<file path="config.mk">
export PLATFORM = sky130hd
export DESIGN_NAME = envelope_generator
export DESIGN_NICKNAME = d
export VERILOG_FILES = /design/src/rtl/envelope_pkg.sv /design/src/rtl/envelope_generator_prescaler.sv /design/src/rtl/envelope_generator.sv
export SDC_FILE = /design/constraint.sdc
export NUM_CORES = 1
export LEC_CHECK = 0
export CAP_MARGIN = 20
export CELL_PAD_IN_SITES_DETAIL_PLACEMENT = 1
export CELL_PAD_IN_SITES_GLOBAL_PLACEMENT = 2
export CORE_MARGIN = 2
export CORE_UTILIZATION = 35
export DETAILED_ROUTE_END_ITERATION = 7
export GPL_ROUTABILITY_DRIVEN = 0
export HOLD_SLACK_MARGIN = 0.15
export PLACE_DENSITY = 0.94
export SLEW_MARGIN = 10
export SYNTH_ARGS = -nofsm -noshare
export SYNTH_HDL_FRONTEND = slang
export SYNTH_SLANG_ARGS = --single-unit
</file>
<file path="constraint.sdc">
create_clock -name clk -period 5.6 [get_ports clk]
set_input_delay 1.12 -clock clk [delete_from_list [all_inputs] [get_ports clk]]
set_output_delay 1.12 -clock clk [all_outputs]
set_load 0.005 [all_outputs]
</file>
<file path="src/rtl/envelope_pkg.sv">
// Shared stage encoding and parameter defaults for the ADSR envelope generator.
package envelope_pkg;

  typedef enum logic [2:0] {
    ENV_IDLE    = 3'd0,
    ENV_ATTACK  = 3'd1,
    ENV_DECAY   = 3'd2,
    ENV_SUSTAIN = 3'd3,
    ENV_RELEASE = 3'd4
  } env_stage_t;

  localparam int unsigned LVL_W_DEF    = 8;
  localparam int unsigned TICK_DIV_DEF = 500000;

endpackage

</file>
<file path="src/rtl/envelope_generator_prescaler.sv">
// Free-running envelope step divider: one-cycle tick every TICK_DIV clocks.
module env_prescaler
  import envelope_pkg::*;
#(
  parameter int unsigned TICK_DIV = TICK_DIV_DEF
) (
  input  logic clk,
  input  logic reset_n,
  output logic tick
);

  localparam int unsigned CNT_W = (TICK_DIV > 1) ? $clog2(TICK_DIV) : 1;
  localparam logic [CNT_W-1:0] LAST = CNT_W'(TICK_DIV - 1);

  logic [CNT_W-1:0] cnt_q, cnt_d;
  logic             tick_q, tick_d;

  // tick_q is precomputed so it is high exactly while the count sits at LAST
  always_comb begin
    cnt_d  = (cnt_q == LAST) ? '0 : cnt_q + CNT_W'(1);
    tick_d = (cnt_d == LAST);
  end

  always_ff @(posedge clk) begin
    if (!reset_n) begin
      cnt_q  <= '0;
      tick_q <= 1'b0;
    end else begin
      cnt_q  <= cnt_d;
      tick_q <= tick_d;
    end
  end

  assign tick = tick_q;

endmodule

</file>
<file path="src/rtl/envelope_generator.sv">
// Key-gated ADSR amplitude envelope with programmable rates and a scaled output multiply.
// Build option: ENV_EXP_RELEASE_EN selects an exponential-style release step.
module envelope_generator
  import envelope_pkg::*;
#(
  parameter int unsigned W        = 8,
  parameter int unsigned LVL_W    = LVL_W_DEF,
  parameter int unsigned TICK_DIV = TICK_DIV_DEF
) (
  input  logic             clk,
  input  logic             reset_n,
  input  logic             gate,
  input  logic [W-1:0]     sample_in,
  input  logic [LVL_W-1:0] attack_rate,
  input  logic [LVL_W-1:0] decay_rate,
  input  logic [LVL_W-1:0] release_rate,
  input  logic [LVL_W-1:0] sustain_level,
  output logic [W-1:0]     sample_out,
  output logic [2:0]       stage,
  output logic             busy
);

  localparam int unsigned EXT_W  = LVL_W + 1;
  localparam int unsigned PROD_W = W + LVL_W;
  localparam logic [LVL_W-1:0] LMAX = '1;

  env_stage_t       stage_q, stage_d;
  logic [LVL_W-1:0] level_q, level_d;
  logic             busy_q;
  logic [W-1:0]     sample_q, sample_d;
  logic             tick;

  logic [EXT_W-1:0]  lvl_ext_c, atk_sum_c, dec_dif_c, rel_step_c, rel_dif_c;
  logic              rel_instant_c;
  logic [PROD_W-1:0] prod_c;

  env_prescaler #(
    .TICK_DIV (TICK_DIV)
  ) u_prescaler (
    .clk     (clk),
    .reset_n (reset_n),
    .tick    (tick)
  );

  // One extra bit so overflow and underflow show up as the MSB before saturation
  assign lvl_ext_c = {1'b0, level_q};
  assign atk_sum_c = lvl_ext_c + {1'b0, attack_rate};
  assign dec_dif_c = lvl_ext_c - {1'b0, decay_rate};

`ifdef ENV_EXP_RELEASE_EN
  logic [LVL_W-1:0] rel_shift_c;
  logic             unused_rel_hi_c;
  assign rel_shift_c     = level_q >> release_rate[2:0];
  assign rel_step_c      = (rel_shift_c == '0) ? EXT_W'(1) : {1'b0, rel_shift_c};
  assign rel_instant_c   = 1'b0;
  assign unused_rel_hi_c = ^release_rate[LVL_W-1:3];
`else
  assign rel_step_c    = {1'b0, release_rate};
  assign rel_instant_c = (release_rate == '0);
`endif

  assign rel_dif_c = lvl_ext_c - rel_step_c;

  // Gate changes win over ticks; the level only moves on a tick with no gate transition
  always_comb begin
    stage_d = stage_q;
    level_d = level_q;
    case (stage_q)
      ENV_IDLE: begin
        level_d = '0;
        if (gate) stage_d = ENV_ATTACK;
      end
      ENV_ATTACK: begin
        if (!gate) begin
          stage_d = ENV_RELEASE;
        end else if (tick) begin
          if ((attack_rate == '0) || (atk_sum_c >= {1'b0, LMAX})) begin
            level_d = LMAX;
            stage_d = ENV_DECAY;
          end else begin
            level_d = atk_sum_c[LVL_W-1:0];
          end
        end
      end
      ENV_DECAY: begin
        if (!gate) begin
          stage_d = ENV_RELEASE;
        end else if (tick) begin
          if ((decay_rate == '0) || dec_dif_c[LVL_W] ||
              (dec_dif_c <= {1'b0, sustain_level})) begin
            level_d = sustain_level;
            stage_d = ENV_SUSTAIN;
          end else begin
            level_d = dec_dif_c[LVL_W-1:0];
          end
        end
      end
      ENV_SUSTAIN: begin
        if (!gate) begin
          stage_d = ENV_RELEASE;
        end else if (tick) begin
          level_d = sustain_level;
        end
      end
      ENV_RELEASE: begin
        if (gate) begin
          stage_d = ENV_ATTACK;
        end else if (tick) begin
          if (rel_instant_c || rel_dif_c[LVL_W] || (rel_dif_c[LVL_W-1:0] == '0)) begin
            level_d = '0;
            stage_d = ENV_IDLE;
          end else begin
            level_d = rel_dif_c[LVL_W-1:0];
          end
        end
      end
      default: begin
        stage_d = ENV_IDLE;
        level_d = '0;
      end
    endcase
  end

  assign prod_c   = PROD_W'(sample_in) * PROD_W'(level_q);
  assign sample_d = W'(prod_c >> LVL_W);

  always_ff @(posedge clk) begin
    if (!reset_n) begin
      stage_q  <= ENV_IDLE;
      level_q  <= '0;
      busy_q   <= 1'b0;
      sample_q <= '0;
    end else begin
      stage_q  <= stage_d;
      level_q  <= level_d;
      busy_q   <= (stage_d != ENV_IDLE);
      sample_q <= sample_d;
    end
  end

  assign stage      = stage_q;
  assign busy       = busy_q;
  assign sample_out = sample_q;

endmodule

</file>
==> results of run 1 <==
==> cell families (layout without fill, tap and decap cells) <==
kind of cell	Yosys count	after routing
muxes	4	4
buffers and inverters	97	164
xor gates and xnor gates	34	34
DFF	40	40
adders and majority gates	104	104
and+or+nand+nor	234	234
AOI/OAI and AO/OA	119	119
==> cell usage in the layout (no fill, tap or decap), drive strengths merged, types with 4 or more instances in the layout <==
cell type and count:
o311ai 5, dfxtp 40, clkdlybuf4s50 54, inv 81
a31oi 5, nor3 15, o21bai 4, ha 66
xnor2 17, xor2 17, clkbuf 6, o21ai 26
nand2 53, nand3 18, nor2b 6, nand4 7
o211ai 9, nand2b 6, and2 42, a31o 5
buf 20, and3 8, nor4 9, or4 5
nor2 46, o21a 8, fa 38, o31ai 4
a21oi 22, nor3b 4, a211oi 6
==> state kept, by name, indices dropped and copies added, names as in the netlist <==
name,flops
stage,3
u_prescaler.tick,1
sample_out,8
level_q,8
busy,1
u_prescaler.cnt_q,19
==> report_power, final <==
part           internal (W)  switching, W
Sequential         0.000289    0.00000563
Combinational     0.0000825     0.0000964
Clock              0.000177      0.000120
==> layer usage <==
metal	wire length, um	GRT usage
met5	0	0
met4	382	0.05818
met3	520	0.02591
met2	7684	0.3660
met1	6835	0.2501
==> worst paths after layout <==
path	startpoint	to	slack (ns)	cells after the start
worst max register to register	level_q[1]$_SDFFE_PN0P_	level_q[5]$_SDFFE_PN0P_	1.10	15
worst min register to register	u_prescaler.cnt_q[0]$_SDFF_PN0_	u_prescaler.cnt_q[0]$_SDFF_PN0_	0.47	1
worst max-delay path	sample_in[1]	sample_out[6]$_SDFF_PN0_	0.24	16
worst min-delay path	u_prescaler.cnt_q[0]$_SDFF_PN0_	u_prescaler.cnt_q[0]$_SDFF_PN0_	0.47	1
==> worst max-delay path: cells and delay by family <==
family	cells	cell delay, ns
AO/OA/AOI/OAI	6	1.11
adder cells (fa/ha/maj)	5	2.22
buffers and inverters	3	0.56
AND/OR/NAND/NOR	2	0.47
==> cell type report <==
cell class,count,area (um2),area share
clock inverter,2,15.01,0.002422
timing repair buffer,74,690.7,0.1114
clock buffer,6,138.9,0.02240
sequential,40,800.8,0.1292
inverter,82,321.6,0.05187
tap,184,230.2,0.03713
multi-input combinational,495,4003,0.6456
==> per-stage QoR <==
step,setup TNS [ns],area (um2)
2_1_floorplan,0,5199
3_3_place_gp,-0.1252,6037
3_5_place_dp,-0.2702,6037
4_1_cts,0,6191
5_1_grt,0,6200
6_report,0,6200
==> reports/metrics.yaml, run 1 <==
outcome:
  outcome: "finished, final reports clean"
placed_design:
  pre_cts_ws_ns: -0.1441
  hpwl_um: 12520
  place_inst: 875
  port_buffers: 54
critical_path:
  start_kind: "input pin"
  worst_ep_arrival_time_ns: 5.50
  path_class: "in -> reg"
  critPathSlowestCell: "fa_1"
  required_ns: 5.74
  path_max_fanout: 4
  cp_common_cell: "fa_1"
  cp-end-kind: "register"
  cpPeakStageDelay_ns: 0.55
  crit_chain: "clkdlybuf4s50_1 -> and2_1 -> fa_1 -> fa_1 -> inv_1 -> fa_1 -> fa_1 -> inv_1 -> ha_1 -> a2111oi_2 -> o21ai_1 -> a41oi_2 -> o21ai_1 -> or2_1 -> a211oi_1 -> a211oi_1"
global_route:
  antenna_found_initial: 0
  grt_usage: 0.2016
  grt_max_degree: 17
  grt_first_pass_wirelength_um: 26200
  grt.overflow.total: 0
  grt_pass1_vias: 5287
synthesis:
  synth_edf_count: 0
  synth_compound_area_frac: 0.1600
  syn_avg_cell_area_um2: 8.226
  synthAdderAreaFrac: 0.3052
  synth.distinct_cells: 67
  netlist_instances: 632
  yosys.area.top_type: "ha_1"
  synth_common_cells: "inv_1 (81), ha_1 (66), nand2_1 (53), nor2_1 (46), and2_1 (41)"
  synthTopCellsByArea: "ha_1 (16%), dfxtp_1 (15%), fa_1 (15%)"
  seq_area_frac_synth: 0.1540
  synthSimpleGateAreaFrac: 0.2373
  synthMuxAreaShare: 0.008424
  synth_top_area_frac: 0.1588
  synth-seq-cells: 40
  synth_top_family_by_area: "adder cells"
  ys_warn_count: 0
  synth.most_common_cell: "inv_1"
  synth.cell_area_um2: 5199
  async_flop_share: 0
  ys.flop_type: "dfxtp_1"
  synth_fp_nets: 779
  synthXorXnorAreaFrac: 0.05728
clocking:
  cts-resized-gates: 0
  cts_tree: "yes"
  holdBufCountCts: 0
  cts_num_sinks: 40
  clkTransAtPathRegs_ns: 0.07
  h-tree-depth: 2
  post_cts_buffers: 0
  numCtsBuffers: 5
  clockRootBuffer: "clkbuf_16"
  clock_latency_ns: 0.28
  clockBufferDepth: 2
floorplan:
  die_x_um: 125.9
  initial_core_util: 0.3577
  pin_count: 55
  die_area_um2: 15840
  fp.dieH_um: 125.9
  placementRows: 44
  coreArea_um2: 14530
drt:
  dr_total_vias: 4795
  drt_wl_total_um: 15420
  dr.pass1.iters: 4
  postRouteAntennaNets: 0
  drc: 0
  drtIter0Drc: 247
  via_per_inst: 5.430
  wl_per_cell_um: 17.47
final_layout:
  fill_cells: 1741
  fin_nets: 845
  post_layout_nonfiller_instances: 883
  diodes: 0
  area_delta_synth_final_pct: 19.25
  final_core_util: 0.4266
  final_layout_size_suffix_gt1_frac: 0.06581
power:
  irDropWorstVdd_mv: 0.1133
  leakagePower_nw: 2.853
  finalPower_w: 0.0007707
  cellPowerDensity_nw_per_um2: 124.3
sta:
  worst_clock_skew_ns: 0.008139
  worst_pin_slew_ns: 1.165
  fin_hold_ws_ns: 0.4689
  maxSlewHeadroom: 0.2217
  max_freq_mhz: 186.4
  rsz0062_at_grt: "no"
  hold_viol: 0
  setup_slack_ns: 0.2355
  setup_violations: 0
  post-route-period-util: 0.9579
  maxSlewViolCount: 0
  period_needed_ns: 5.365
min_path:
  worstHoldPathType: "reg -> reg"
job:
  cap_violations: 0
Power figures use the tool's default switching activity.
==> inputs of run 2 (changes only) <==
--- a/config.mk
+++ b/config.mk
@@ -8,7 +8,6 @@
 export CAP_MARGIN = 20
 export CELL_PAD_IN_SITES_DETAIL_PLACEMENT = 1
 export CELL_PAD_IN_SITES_GLOBAL_PLACEMENT = 2
-export CORE_MARGIN = 2
 export CORE_UTILIZATION = 35
 export DETAILED_ROUTE_END_ITERATION = 7
 export GPL_ROUTABILITY_DRIVEN = 0
==> run 2 against run 1 <==
Critical path depth did not move; non-clock buffer count rose by 1; final cell count rose by 0.11%; via count rose by 2.1%; power rose by 5.2%; register-to-register slack got worse by 0.04 ns; sequential power barely moved; clock skew fell by 0.0014 ns; utilization rose by 0.16 points; wire length rose by 3.9%; critical endpoint unchanged; largest power group unchanged.
==> reports/metrics.yaml, run 2 (same netlist as run 1, synthesis figures left out) <==
min_path:
  worstHoldStart: "u_prescaler.cnt_q[0]$_SDFF_PN0_"  # unchanged
  worstHoldPathType: "reg -> reg"  # unchanged
floorplan:
  die_area_um2: 15350  # was 15,840 um2
  die_x_um: 123.9  # was 125.9 um
  initial_core_util: 0.3577  # unchanged
  pin_count: 55  # unchanged
  placementRows: 44  # unchanged
  fp.dieH_um: 123.9  # was 125.9 um
  coreArea_um2: 14530  # unchanged
global_route:
  grt.overflow.total: 0  # unchanged
  grt_usage: 0.2213  # was 0.2016
  grt_max_degree: 17  # unchanged
  grt_first_pass_wirelength_um: 26360  # was 26,200 um
  grt_pass1_vias: 5321  # was 5,287
  antenna_found_initial: 0  # unchanged
critical_path:
  path_class: "in -> reg"  # unchanged
  critPathSlowestCell: "fa_1"  # unchanged
  path_max_fanout: 4  # unchanged
  crit_chain: "clkdlybuf4s50_1 -> and2_1 -> fa_1 -> fa_1 -> inv_1 -> fa_1 -> fa_1 -> inv_1 -> ha_1 -> a2111oi_2 -> o21ai_1 -> a41oi_2 -> o21ai_1 -> or2_1 -> a211oi_2 -> a211oi_1"  # was clkdlybuf4s50_1 -> and2_1 -> fa_1 -> fa_1 -> inv_1 -> fa_1 -> fa_1 -> inv_1 -> ha_1 -> a2111oi_2 -> o21ai_1 -> a41oi_2 -> o21ai_1 -> or2_1 -> a211oi_1 -> a211oi_1
  worstSetupStartpoint: "sample_in[1]"  # unchanged
  required_ns: 5.75  # was 5.74 ns
  rr_startpoint: "level_q[1]$_SDFFE_PN0P_"  # unchanged
  path_buf_inv: 3  # unchanged
  cp_common_cell: "fa_1"  # unchanged
  start_kind: "input pin"  # unchanged
  worst_ep_arrival_time_ns: 5.58  # was 5.50 ns
  cpPeakStageDelay_ns: 0.54  # was 0.55 ns
  cp-end-kind: "register"  # unchanged
  cpLargestDelayFamily: "adder cells"  # unchanged
sta:
  worst_clock_skew_ns: 0.006737  # was 0.008139 ns
  period_needed_ns: 5.430  # was 5.365 ns
  fin_hold_ws_ns: 0.4657  # was 0.4689 ns
  maxSlewHeadroom: 0.2856  # was 0.2217
  maxSlewViolCount: 0  # unchanged
  worst_pin_slew_ns: 1.069  # was 1.165 ns
  hold_viol: 0  # unchanged
  setup_tns_ns: 0  # unchanged
  post-route-period-util: 0.9697  # was 0.9579
  setup_violations: 0  # unchanged
  max_freq_mhz: 184.2  # was 186.4 MHz
clocking:
  holdBufCountCts: 0  # unchanged
  numCtsBuffers: 5  # unchanged
  clockRootBuffer: "clkbuf_16"  # unchanged
  clock_latency_ns: 0.29  # was 0.28 ns
  clockBufferDepth: 2  # unchanged
  cts_tree: "yes"  # unchanged
  h-tree-depth: 2  # unchanged
  cts_num_sinks: 40  # unchanged
  clkTransAtPathRegs_ns: 0.07  # about the same
final_layout:
  fin_nets: 846  # was 845
  area_delta_synth_final_pct: 19.71  # was 19.25%
  fill_cells: 1764  # was 1,741
  final_area_um2: 6223  # was 6200 um2
  diodes: 0  # unchanged
  layout_common_cells: "inv_1 (81), ha_1 (66), clkdlybuf4s50_1 (54)"  # unchanged
  final_layout_size_suffix_gt1_frac: 0.06714  # was 0.06581
  final_common_cell: "inv_1"  # unchanged
  largest_register: "u_prescaler.cnt_q"  # unchanged
  post_layout_nonfiller_instances: 884  # was 883
  largest_reg_flops: 19  # unchanged
drt:
  wl_per_cell_um: 18.12  # was 17.47 um
  wl_met1_um: 7006  # was 6835 um
  wl_met3_um: 478  # was 520 um
  via_per_inst: 5.536  # was 5.430
  dr.pass1.iters: 6  # was 4
  drt_wl_total_um: 16020  # was 15,420 um
  postRouteAntennaNets: 0  # unchanged
  top_layer: "met4"  # unchanged
  drc: 0  # unchanged
  drtIter0Drc: 152  # was 247
  dr_total_vias: 4894  # was 4,795
  routed-wl-met2_um: 8258  # was 7684 um
placed_design:
  postPlaceCellArea_um2: 6037  # unchanged
  place_inst: 875  # unchanged
  port_buffers: 54  # unchanged
  hpwl_um: 12700  # was 12,520 um
power:
  finalPower_w: 0.0008108  # was 0.0007707 W
  irDropWorstVdd_mv: 0.1185  # was 0.1133 mV
  leakagePower_nw: 2.869  # was 2.853 nW
  cellPowerDensity_nw_per_um2: 130.3  # was 124.3 nW/um2
job:
  cap_violations: 0  # unchanged
outcome:
  outcome: "finished, final reports clean"  # unchanged
-- run 2: cell count changes in the layout (fill, tap and decap cells not counted), sizes merged --
| cell | previous run | this run |
|---|---|---|
| clkinv | 0 | 1 |
| clkinvlp | 2 | 1 |
| bufinv | 1 | 2 |
| clkbuf | 6 | 5 |
| buf | 20 | 21 |
-- run 2: worst paths after layout --
kind | endpoint | cells after the start | slack (ns)
max | sample_out[6]$_SDFF_PN0_ | 16 | 0.17
min | u_prescaler.cnt_q[0]$_SDFF_PN0_ | 1 | 0.47
max reg2reg | level_q[5]$_SDFFE_PN0P_ | 15 | 1.06
min reg2reg | u_prescaler.cnt_q[0]$_SDFF_PN0_ | 1 | 0.47
-- run 2: metal layers --
metal | GRT usage | vias up
met5 | 0 | -
met4 | 0.06099 | 0
met3 | 0.02701 | 21
met2 | 0.4094 | 75
met1 | 0.2664 | 2475
li1 | - | 2323
-- run 2: what timing repair did --
item,CTS,global route
setup endpoints to repair,1,2
setup buffers,0,1
resized for setup,1,2
pin swaps,0,1
-- run 2: metrics by stage --
step	setup slack [ns]	utilization
2_1_floorplan	0.5737	-
3_3_place_gp	-0.07577	0.4154
3_5_place_dp	-0.2951	0.4154
4_1_cts	0.02988	0.4270
5_1_grt	-0.009558	0.4282
6_report	0.1699	0.4282
-- run 2: report_power, final --
part	internal, W	total [W]	switching (W)
clock network	0.000210	0.000337	0.000128
registers	0.000289	0.000294	0.00000578
logic	0.0000824	0.000179	0.0000965
-- run 2: layout make-up --
| cell class | instances | area, um2 | share of cell area |
|---|---|---|---|
| flip-flops and latches | 40 | 800.8 | 0.1287 |
| well taps | 184 | 230.2 | 0.03699 |
| repair buffers | 75 | 698.2 | 0.1122 |
| multi-input cells | 495 | 4005 | 0.6435 |
| clock inverters | 3 | 42.54 | 0.006836 |
| inverters | 82 | 321.6 | 0.05167 |
| clock buffers | 5 | 125.1 | 0.02010 |
==> inputs of run 3 (changes only) <==
--- a/config.mk
+++ b/config.mk
@@ -6,13 +6,11 @@
 export NUM_CORES = 1
 export LEC_CHECK = 0
 export CAP_MARGIN = 20
-export CELL_PAD_IN_SITES_DETAIL_PLACEMENT = 1
-export CELL_PAD_IN_SITES_GLOBAL_PLACEMENT = 2
-export CORE_UTILIZATION = 35
+export CORE_UTILIZATION = 50
 export DETAILED_ROUTE_END_ITERATION = 7
 export GPL_ROUTABILITY_DRIVEN = 0
 export HOLD_SLACK_MARGIN = 0.15
-export PLACE_DENSITY = 0.94
+export PLACE_DENSITY = 0.84
 export SLEW_MARGIN = 10
 export SYNTH_ARGS = -nofsm -noshare
 export SYNTH_HDL_FRONTEND = slang
==> run 3 against run 2 <==
Die area is 30% lower; first-iteration DRC count grew 83%; power shrank 12%; setup slack gained 0.088 ns; critical path depth is the same; clock power decreased by 28%; count of clock-buffer cells in the layout unchanged; register-to-register slack worse by 0.21 ns.
==> reports/metrics.yaml, run 3 (same netlist as run 1, synthesis figures left out) <==
final_layout:
  area_delta_synth_final_pct: 16.92  # was 19.71%
  final_common_cell: "inv_1"  # unchanged
  diodes: 0  # unchanged
  fin_nets: 842  # was 846
  largest_register: "u_prescaler.cnt_q"  # unchanged
  final_layout_size_suffix_gt1_frac: 0.06178  # was 0.06714
  largest_reg_flops: 19  # unchanged
  fill_cells: 868  # was 1,764
  post_layout_nonfiller_instances: 829  # was 884
  layout_common_cells: "inv_1 (81), ha_1 (66), nand2_1 (53), clkdlybuf4s50_1 (53), nor2_1 (46)"  # was inv_1 (81), ha_1 (66), clkdlybuf4s50_1 (54)
global_route:
  grt_first_pass_wirelength_um: 22430  # was 26,360 um
  antenna_found_initial: 0  # unchanged
  grt.overflow.total: 0  # unchanged
  grt_usage: 0.2505  # was 0.2213
  grt_pass1_vias: 5024  # was 5,321
  grt_max_degree: 17  # unchanged
floorplan:
  die_x_um: 104.0  # was 123.9 um
  die_area_um2: 10810  # was 15,350 um2
  initial_core_util: 0.5246  # was 0.3577
  placementRows: 36  # was 44
  coreArea_um2: 9910  # was 14,530 um2
  fp.dieH_um: 104.0  # was 123.9 um
  pin_count: 55  # unchanged
critical_path:
  r2r_slack_ns: 0.85  # was 1.06 ns
  path_max_fanout: 4  # unchanged
  cpLargestDelayFamily: "adder cells"  # unchanged
  critPathSlowestCell: "fa_1"  # unchanged
  worstReg2RegEnd: "sample_out[6]$_SDFF_PN0_"  # was level_q[5]$_SDFFE_PN0P_
  start_kind: "input pin"  # unchanged
  worst_ep_arrival_time_ns: 5.51  # was 5.58 ns
  path_class: "in -> reg"  # unchanged
  r2r_cells: 14  # was 15
  crit_chain: "clkdlybuf4s50_1 -> and2_1 -> fa_1 -> fa_1 -> inv_1 -> fa_1 -> fa_1 -> inv_1 -> ha_1 -> a2111oi_2 -> o21ai_1 -> a41oi_2 -> o21ai_1 -> or2_1 -> a211oi_1 -> a211oi_1"  # was clkdlybuf4s50_1 -> and2_1 -> fa_1 -> fa_1 -> inv_1 -> fa_1 -> fa_1 -> inv_1 -> ha_1 -> a2111oi_2 -> o21ai_1 -> a41oi_2 -> o21ai_1 -> or2_1 -> a211oi_2 -> a211oi_1
  cpPeakStageDelay_ns: 0.55  # was 0.54 ns
  rr_startpoint: "level_q[4]$_SDFFE_PN0P_"  # was level_q[1]$_SDFFE_PN0P_
  crit_cells: 16  # unchanged
  cp-end-kind: "register"  # unchanged
  cp_common_cell: "fa_1"  # unchanged
  path_buf_inv: 3  # unchanged
  required_ns: 5.77  # was 5.75 ns
drt:
  via_per_inst: 5.826  # was 5.536
  drc: 0  # unchanged
  dr_total_vias: 4830  # was 4,894
  drt_wl_total_um: 13050  # was 16,020 um
  dr.pass1.iters: 5  # was 6
  wl_per_cell_um: 15.74  # was 18.12 um
  drtIter0Drc: 278  # was 152
  postRouteAntennaNets: 0  # unchanged
sta:
  hold_viol: 0  # unchanged
  worst_clock_skew_ns: 0.007547  # was 0.006737 ns
  rsz0062_at_grt: "no"
  worst_pin_slew_ns: 1.048  # was 1.069 ns
  setup_violations: 0  # unchanged
  setup_slack_ns: 0.2581  # was 0.1699 ns
  maxSlewHeadroom: 0.3000  # was 0.2856
  period_needed_ns: 5.342  # was 5.430 ns
  max_freq_mhz: 187.2  # was 184.2 MHz
  setup_tns_ns: 0  # unchanged
  maxSlewViolCount: 0  # unchanged
  post-route-period-util: 0.9539  # was 0.9697
placed_design:
  port_buffers: 54  # unchanged
  pre_cts_ws_ns: -0.1323  # was -0.2951 ns
  place_inst: 821  # was 875
  hpwl_um: 10320  # was 12,700 um
clocking:
  cts_num_sinks: 40  # unchanged
  post_cts_buffers: 0  # unchanged
  cts_tree: "yes"  # unchanged
  clockRootBuffer: "clkbuf_8"  # was clkbuf_16
  clockBufferDepth: 2  # unchanged
  holdBufCountCts: 0  # unchanged
  cts-resized-gates: 0  # was 1
  clock_latency_ns: 0.30  # was 0.29 ns
  clkTransAtPathRegs_ns: 0.08  # was 0.07 ns
  numCtsBuffers: 5  # unchanged
  h-tree-depth: 2  # unchanged
power:
  internal-power_w: 0.0005042  # was 0.0005807 W
  seq_power_share: 0.414  # was 0.363
  clkPwrFrac: 0.343  # was 0.416
  cellPowerDensity_nw_per_um2: 117.0  # was 130.3 nW/um2
  p_sw_w: 0.0002068  # was 0.0002301 W
  swShare: 0.2909  # was 0.2838
  irDropWorstVdd_mv: 0.1071  # was 0.1185 mV
  leakagePower_nw: 2.831  # was 2.869 nW
  power_frac_comb: 0.243  # was 0.221
min_path:
  hold_depth: 1  # unchanged
  worstHoldStart: "u_prescaler.cnt_q[0]$_SDFF_PN0_"  # unchanged
  min_to: "u_prescaler.cnt_q[0]$_SDFF_PN0_"  # unchanged
  worstHoldPathType: "reg -> reg"  # unchanged
outcome:
  outcome: "finished, final reports clean"  # unchanged
job:
  cap_violations: 0  # unchanged
-- run 3: layout make-up --
class                   instances  area, um2  area share
clock buffers                   5      68.82     0.01132
well taps                     133      166.4     0.02738
flip-flops and latches         40      800.8      0.1317
multi-input cells             495       4004      0.6587
repair buffers                 71      670.6      0.1103
inverters                      82      321.6     0.05290
clock inverters                 3      46.29    0.007616
-- run 3: power by group through the flow --
stage,clock network [W],registers [W],logic (W)
finish,0.000244,0.000294,0.000173
CTS,0.000250,0.000294,0.000170
detailed placement,0,0.000301,0.000169
global placement,0,0.000300,0.000162
global route,0.000262,0.000295,0.000190
floorplan,0,0.000298,0.0000949
-- run 3: worst max path at each step --
stage                                          end          from  slack, ns
after global routing      sample_out[6]$_SDFF_PN0_  sample_in[1]       0.02
after global placement    sample_out[6]$_SDFF_PN0_  sample_in[1]      -0.01
final                     sample_out[6]$_SDFF_PN0_  sample_in[1]       0.26
after detailed placement  sample_out[6]$_SDFF_PN0_  sample_in[1]      -0.13
after CTS                 sample_out[6]$_SDFF_PN0_  sample_in[1]       0.17
after floorplan           sample_out[6]$_SDFF_PN0_  sample_in[1]       0.57
-- run 3: per-stage QoR --
stage / hold slack, ns / utilization / total power (W) / cell area (um2)
2_1_floorplan: 0.4204 / - / 0.0003930 / 5199
3_3_place_gp: 0.4323 / 0.6005 / 0.0004627 / 5951
3_5_place_dp: 0.4605 / 0.6005 / 0.0004695 / 5951
4_1_cts: 0.4827 / 0.6121 / 0.0007140 / 6066
5_1_grt: 0.5050 / 0.6134 / 0.0007472 / 6078
6_report: 0.4740 / 0.6134 / 0.0007111 / 6078
-- run 3: per-layer routing --
| metal | up-vias | part of all wire | GRT usage | routed length [um] |
|---|---|---|---|---|
| met3 | 37 | 0.073 | 0.03822 | 959 |
| met1 | 2270 | 0.40 | 0.3068 | 5262 |
| met5 | - | 0 | 0 | 0 |
| met4 | 0 | 0.028 | 0.09694 | 365 |
| met2 | 199 | 0.50 | 0.4405 | 6464 |
| li1 | 2324 | - | - | - |
==> RTL edit 1, RTL diff (settings of run 2) <==
`TICK_DIV_DEF`: 500000 -> 1000000.
--- a/src/rtl/envelope_pkg.sv
+++ b/src/rtl/envelope_pkg.sv
@@ -10,7 +10,7 @@
   } env_stage_t;
 
   localparam int unsigned LVL_W_DEF    = 8;
-  localparam int unsigned TICK_DIV_DEF = 500000;
+  localparam int unsigned TICK_DIV_DEF = 1000000;
 
 endpackage
 
Function: no difference found for any inputs over 10 cycles, from zero or initial values and one cycle with reset_n low; that may be too few to reach the edited logic, so the function may still have changed.
==> RTL edit 1 against run 2 <==
- the flow now finishes with violations (DRC)
- sequential power rose by 3%
- count of clock-buffer cells in the layout unchanged
- sequential cell count rose by 1
- routed wire length shrank 10%
- power decreased by 4.1%
- final area up 0.30%
- non-clock buffer count down 13
- global-route usage shrank 2.7 points
- setup slack improved by 130 ps
- synthesized area is 2.2% higher
- combinational power is 3% higher
- critical path type unchanged
==> RTL edit 1: results <==
metrics = {
    "run_status": {
        "status": "finished with violations",
        "violations": "DRC",
    },
    "sta": {
        "finClkSkew_ps": 8.229,
        "relSlewSlack_pct": 58.62,
        "max_freq_mhz": 188.7,
    },
    "grt": {
        "grt_max_degree": 18,
        "antenna_found_initial": 0,
        "first_global_vias": 5225,
        "grtUsageTotal_pct": 19.46,
        "grt_pass1_wl_microns": 25060,
    },
    "layout": {
        "fin_nets": 850,
        "largest_reg_flops": 20,
        "drive_gt1_share_pct": 5.540,
        "n_fill_cell": 1752,
        "diodes": 0,
        "top_register": "u_prescaler.cnt_q",
    },
    "cts": {
        "cts_setup_buffers": 0,
        "insertion_delay_ps": 290,
        "clkSlewWorstSetupHoldPaths_ps": 60,
        "cts_htree_levels": 2,
        "cts_buffers": 5,
        "cts_root_buffer": "clkbuf_16",
        "cts_buffer_depth": 2,
        "cts_resized": 0,
    },
    "setup_path": {
        "crit_slowest_cell": "clkdlybuf4s50_1",
        "crit_arrival_ps": 5500,
        "cpPeakStageDelay_ps": 640,
        "r2r_slack_ps": 1030,
        "worstPathMaxFanout": 8,
        "path_delay_family": "adder cells",
    },
    "route": {
        "first_pass_iters": 8,
        "drt_iter0_drc": 116,
        "wl_per_cell_microns": 16.23,
        "drc_errors": 6,
        "viasPerCell": 5.357,
    },
    "placement": {
        "io_buffers": 54,
        "placed_cell_area_sq_um": 6087,
        "hpwlAfterDp_microns": 11970,
        "pre_cts_slack_ps": -4.842,
    },
    "logic_synthesis": {
        "synth_area_leaders": "ha_1, dfxtp_1, fa_1, inv_1, nor2_1",
        "yosys_warnings": 0,
        "ys_seq_area_share_pct": 15.45,
        "synth_nets": 792,
        "synth.distinct_cells": 74,
        "synthTopCellsByCount": "inv_1, ha_1, nor2_1",
        "synth_async_sr_flop_share_pct": 0,
        "synth-main-ff-cell": "dfxtp_1",
    },
    "job": {
        "drv_cap": 0,
    },
    "power_and_ir_drop": {
        "p_leak_nw": 2.937,
        "ir_drop_mv": 0.09879,
    },
    "hold_path": {
        "min-delay-path-class": "register to register",
    },
}
-- RTL edit 1: cell count changes after synthesis, moves of 5 or more --
cell      change
o211ai_1      -6
clkbuf_1      -5
a31o_2        -5
nor2_1       +11
and2_1        -8
o21ai_0       -6
a221o_1       +5
-- RTL edit 1: per-layer routing --
metal / part of all wire [%] / vias to the layer above / GRT usage, %
met4: 1.7 / 0 / 4.304
met5: 0 / - / 0
met3: 3.1 / 18 / 2.225
met1: 44 / 2326 / 23.71
met2: 51 / 69 / 36.44
li1: - / 2344 / -
-- RTL edit 1: kinds of logic (layout without fill, tap and decap cells) --
group | after synthesis | in the layout | share of synthesized area [%]
compound gates | 119 | 119 | 16.09
xor+xnor | 33 | 33 | 5.442
fa+ha+maj | 104 | 104 | 29.87
buf+inv | 97 | 156 | 6.973
flops | 41 | 41 | 15.45
mux | 8 | 8 | 1.578
simple gates | 243 | 243 | 24.59
-- RTL edit 1: final timing paths --
| path | start | to | cells past startpoint |
|---|---|---|---|
| worst min-delay path | u_prescaler.cnt_q[0] | u_prescaler.cnt_q[0] | 1 |
| worst max register to register | level_q[3] | sample_out[7] | 17 |
| worst min register to register | u_prescaler.cnt_q[0] | u_prescaler.cnt_q[0] | 1 |
| worst max-delay path | sample_in[2] | sample_out[7] | 18 |
-- RTL edit 1: cell type report --
| class | count | area, sq um | share of cell area [%] |
|---|---|---|---|
| Timing Repair Buffer | 62 | 598.1 | 9.581 |
| Inverter | 86 | 322.8 | 5.171 |
| Tap cell | 184 | 230.2 | 3.688 |
| Clock buffer | 5 | 125.1 | 2.004 |
| Multi-Input combinational cell | 507 | 4120 | 66.01 |
| Clock inverter | 3 | 25.02 | 0.4009 |
| Sequential cell | 41 | 820.8 | 13.15 |
-- RTL edit 1: per-stage QoR --
stage          util [%]  std cells  TNS, ps  hold slack [ps]  power [W]
6_report          42.63        888        0            484.6  0.0007780
5_1_grt           42.63        888        0            528.7  0.0008179
4_1_cts           42.59        887        0            492.5  0.0007887
3_5_place_dp      41.57        879   -4.842            477.5  0.0004935
3_3_place_gp      41.57        879        0            460.5  0.0004837
2_1_floorplan         -        645        0            442.0  0.0004130
-- RTL edit 1: power breakdown --
part	switching [W]	total (W)	internal (W)
Sequential	0.00000702	0.000303	0.000296
Clock	0.000124	0.000291	0.000167
Combinational	0.0000964	0.000184	0.0000874
Total	0.000227	0.000778	0.000551
-- RTL edit 1: worst register-to-register path, stage by stage, from the launching register on --
cell and delay (ps):
dfxtp_1 680, and2_1 250, fa_1 170, inv_1 60
fa_1 520, inv_1 40, ha_1 260, inv_1 50
fa_1 530, inv_1 40, ha_1 330, nand4_4 100
o41a_1 370, o211a_1 270, o31ai_2 290, a21oi_1 140
o21ba_1 190, o32ai_2 190
==> RTL edit 2, RTL diff (flow settings as in run 2) <==
Made on the original files. Take the reset off `sample_q` and load it in a clocked block of its own.
--- a/src/rtl/envelope_generator.sv
+++ b/src/rtl/envelope_generator.sv
@@ -129,13 +129,15 @@
       stage_q  <= ENV_IDLE;
       level_q  <= '0;
       busy_q   <= 1'b0;
-      sample_q <= '0;
     end else begin
       stage_q  <= stage_d;
       level_q  <= level_d;
       busy_q   <= (stage_d != ENV_IDLE);
-      sample_q <= sample_d;
     end
+  end
+
+  always_ff @(posedge clk) begin
+    sample_q <= sample_d;
   end
 
   assign stage      = stage_q;
Behaviour: no difference found for any inputs over 10 cycles, from zero or initial values and one cycle with reset_n low; that may be too few to reach the edited logic, so the function may still have changed.
==> RTL edit 2 against run 2 <==
- synthesized area fell by 0.63%
- clock skew hardly changed
- final area decreased by 0.76%
- routed wire length shrank 8.1%
- largest power group unchanged
- register-to-register slack lost 200 ps
- worst hold slack improved by 2.3 ps
- largest cell class unchanged
- setup slack gained 13 ps
- clock power down 4%
- critical endpoint is now sample_out[6]
- power about the same
- sequential cell count did not move
==> RTL edit 2: results <==
metrics = {
    "hold_path": {
        "holdPathStages": 1,
    },
    "layout": {
        "nMultiInputCombCells": 498,
        "fin_nets": 842,
        "drive_gt1_share_pct": 6.753,
        "largest_reg_flops": 19,
        "n_all_buffers": 73,
        "multi_input_area_share_pct": 64.61,
        "clockNetworkAreaShare_pct": 2.796,
        "seq_share_pct": 12.97,
        "nonClkBufAreaFrac_pct": 11.22,
        "n_fill_cell": 1730,
        "inverters": 77,
        "multiInputGateArea_sq_um": 3990,
    },
    "grt": {
        "grt_max_degree": 15,
        "grtUsageTotal_pct": 20.52,
        "grt_pass1_wl_microns": 24410,
        "use_met3_pct": 2.214,
        "first_global_vias": 5048,
    },
    "logic_synthesis": {
        "ys_seq_area_share_pct": 15.50,
        "synth_area_per_cell_sq_um": 8.200,
        "synth.distinct_cells": 71,
        "synthTopCellsByCount": "inv_1, ha_1, nand2_1",
        "synth_nets": 777,
        "synth_area_leaders": "ha_1, dfxtp_1, fa_1, inv_1, and2_1",
    },
    "power_and_ir_drop": {
        "p_comb_w": 0.000189,
        "ir_drop_mv": 0.1212,
        "power.density_nw_per_um2": 131.4,
        "p_clk_share_pct": 40.1,
        "p_leak_nw": 2.942,
        "power_switching_w": 0.0002187,
    },
    "route": {
        "drt_iter0_drc": 206,
        "met1_length_microns": 6706,
        "wl_per_cell_microns": 16.73,
        "wl_met3_microns": 474,
        "wl_met2_microns": 7319,
        "first_pass_iters": 4,
        "via_count": 4676,
    },
    "setup_path": {
        "worstSetupStartpoint": "sample_in[0]",
        "worstPathMaxFanout": 3,
        "r2r_end": "sample_out[6]",
        "r2r_start": "level_q[3]",
    },
    "placement": {
        "hpwlAfterDp_microns": 12220,
        "placed_cell_area_sq_um": 5993,
        "dp_cells": 872,
        "pre_cts_slack_ps": -152.6,
    },
    "sta": {
        "whs_ps": 468.1,
        "finClkSkew_ps": 6.737,
    },
    "run_status": {
        "status": "finished, final reports clean",
    },
}
==> RTL edit 2: kinds of logic after synthesis <==
kind of cell	Yosys count	share of synthesized area, %
fa+ha+maj	104	30.71
xor+xnor	33	5.594
buf+inv	92	7.266
simple gates	236	23.59
compound gates	118	15.96
mux	7	1.381
flops	40	15.50
==> RTL edit 2: what timing repair did <==
| action | in CTS | in global routing |
|---|---|---|
| setup endpoints to repair | 0 | 2 |
| buffers inserted | 0 | 0 |
| gates resized for setup | 0 | 4 |
==> RTL edit 2: worst max-delay path, stage by stage <==
cell	delay [ps]
clkdlybuf4s50_1	530
nand2_1	100
fa_1	530
fa_1	550
inv_1	60
fa_1	510
fa_1	500
ha_1	340
nand3_1	100
nand2_1	60
a41o_1	220
o31a_1	270
o41ai_2	260
o21bai_1	130
buf_4	150
xor2_1	140
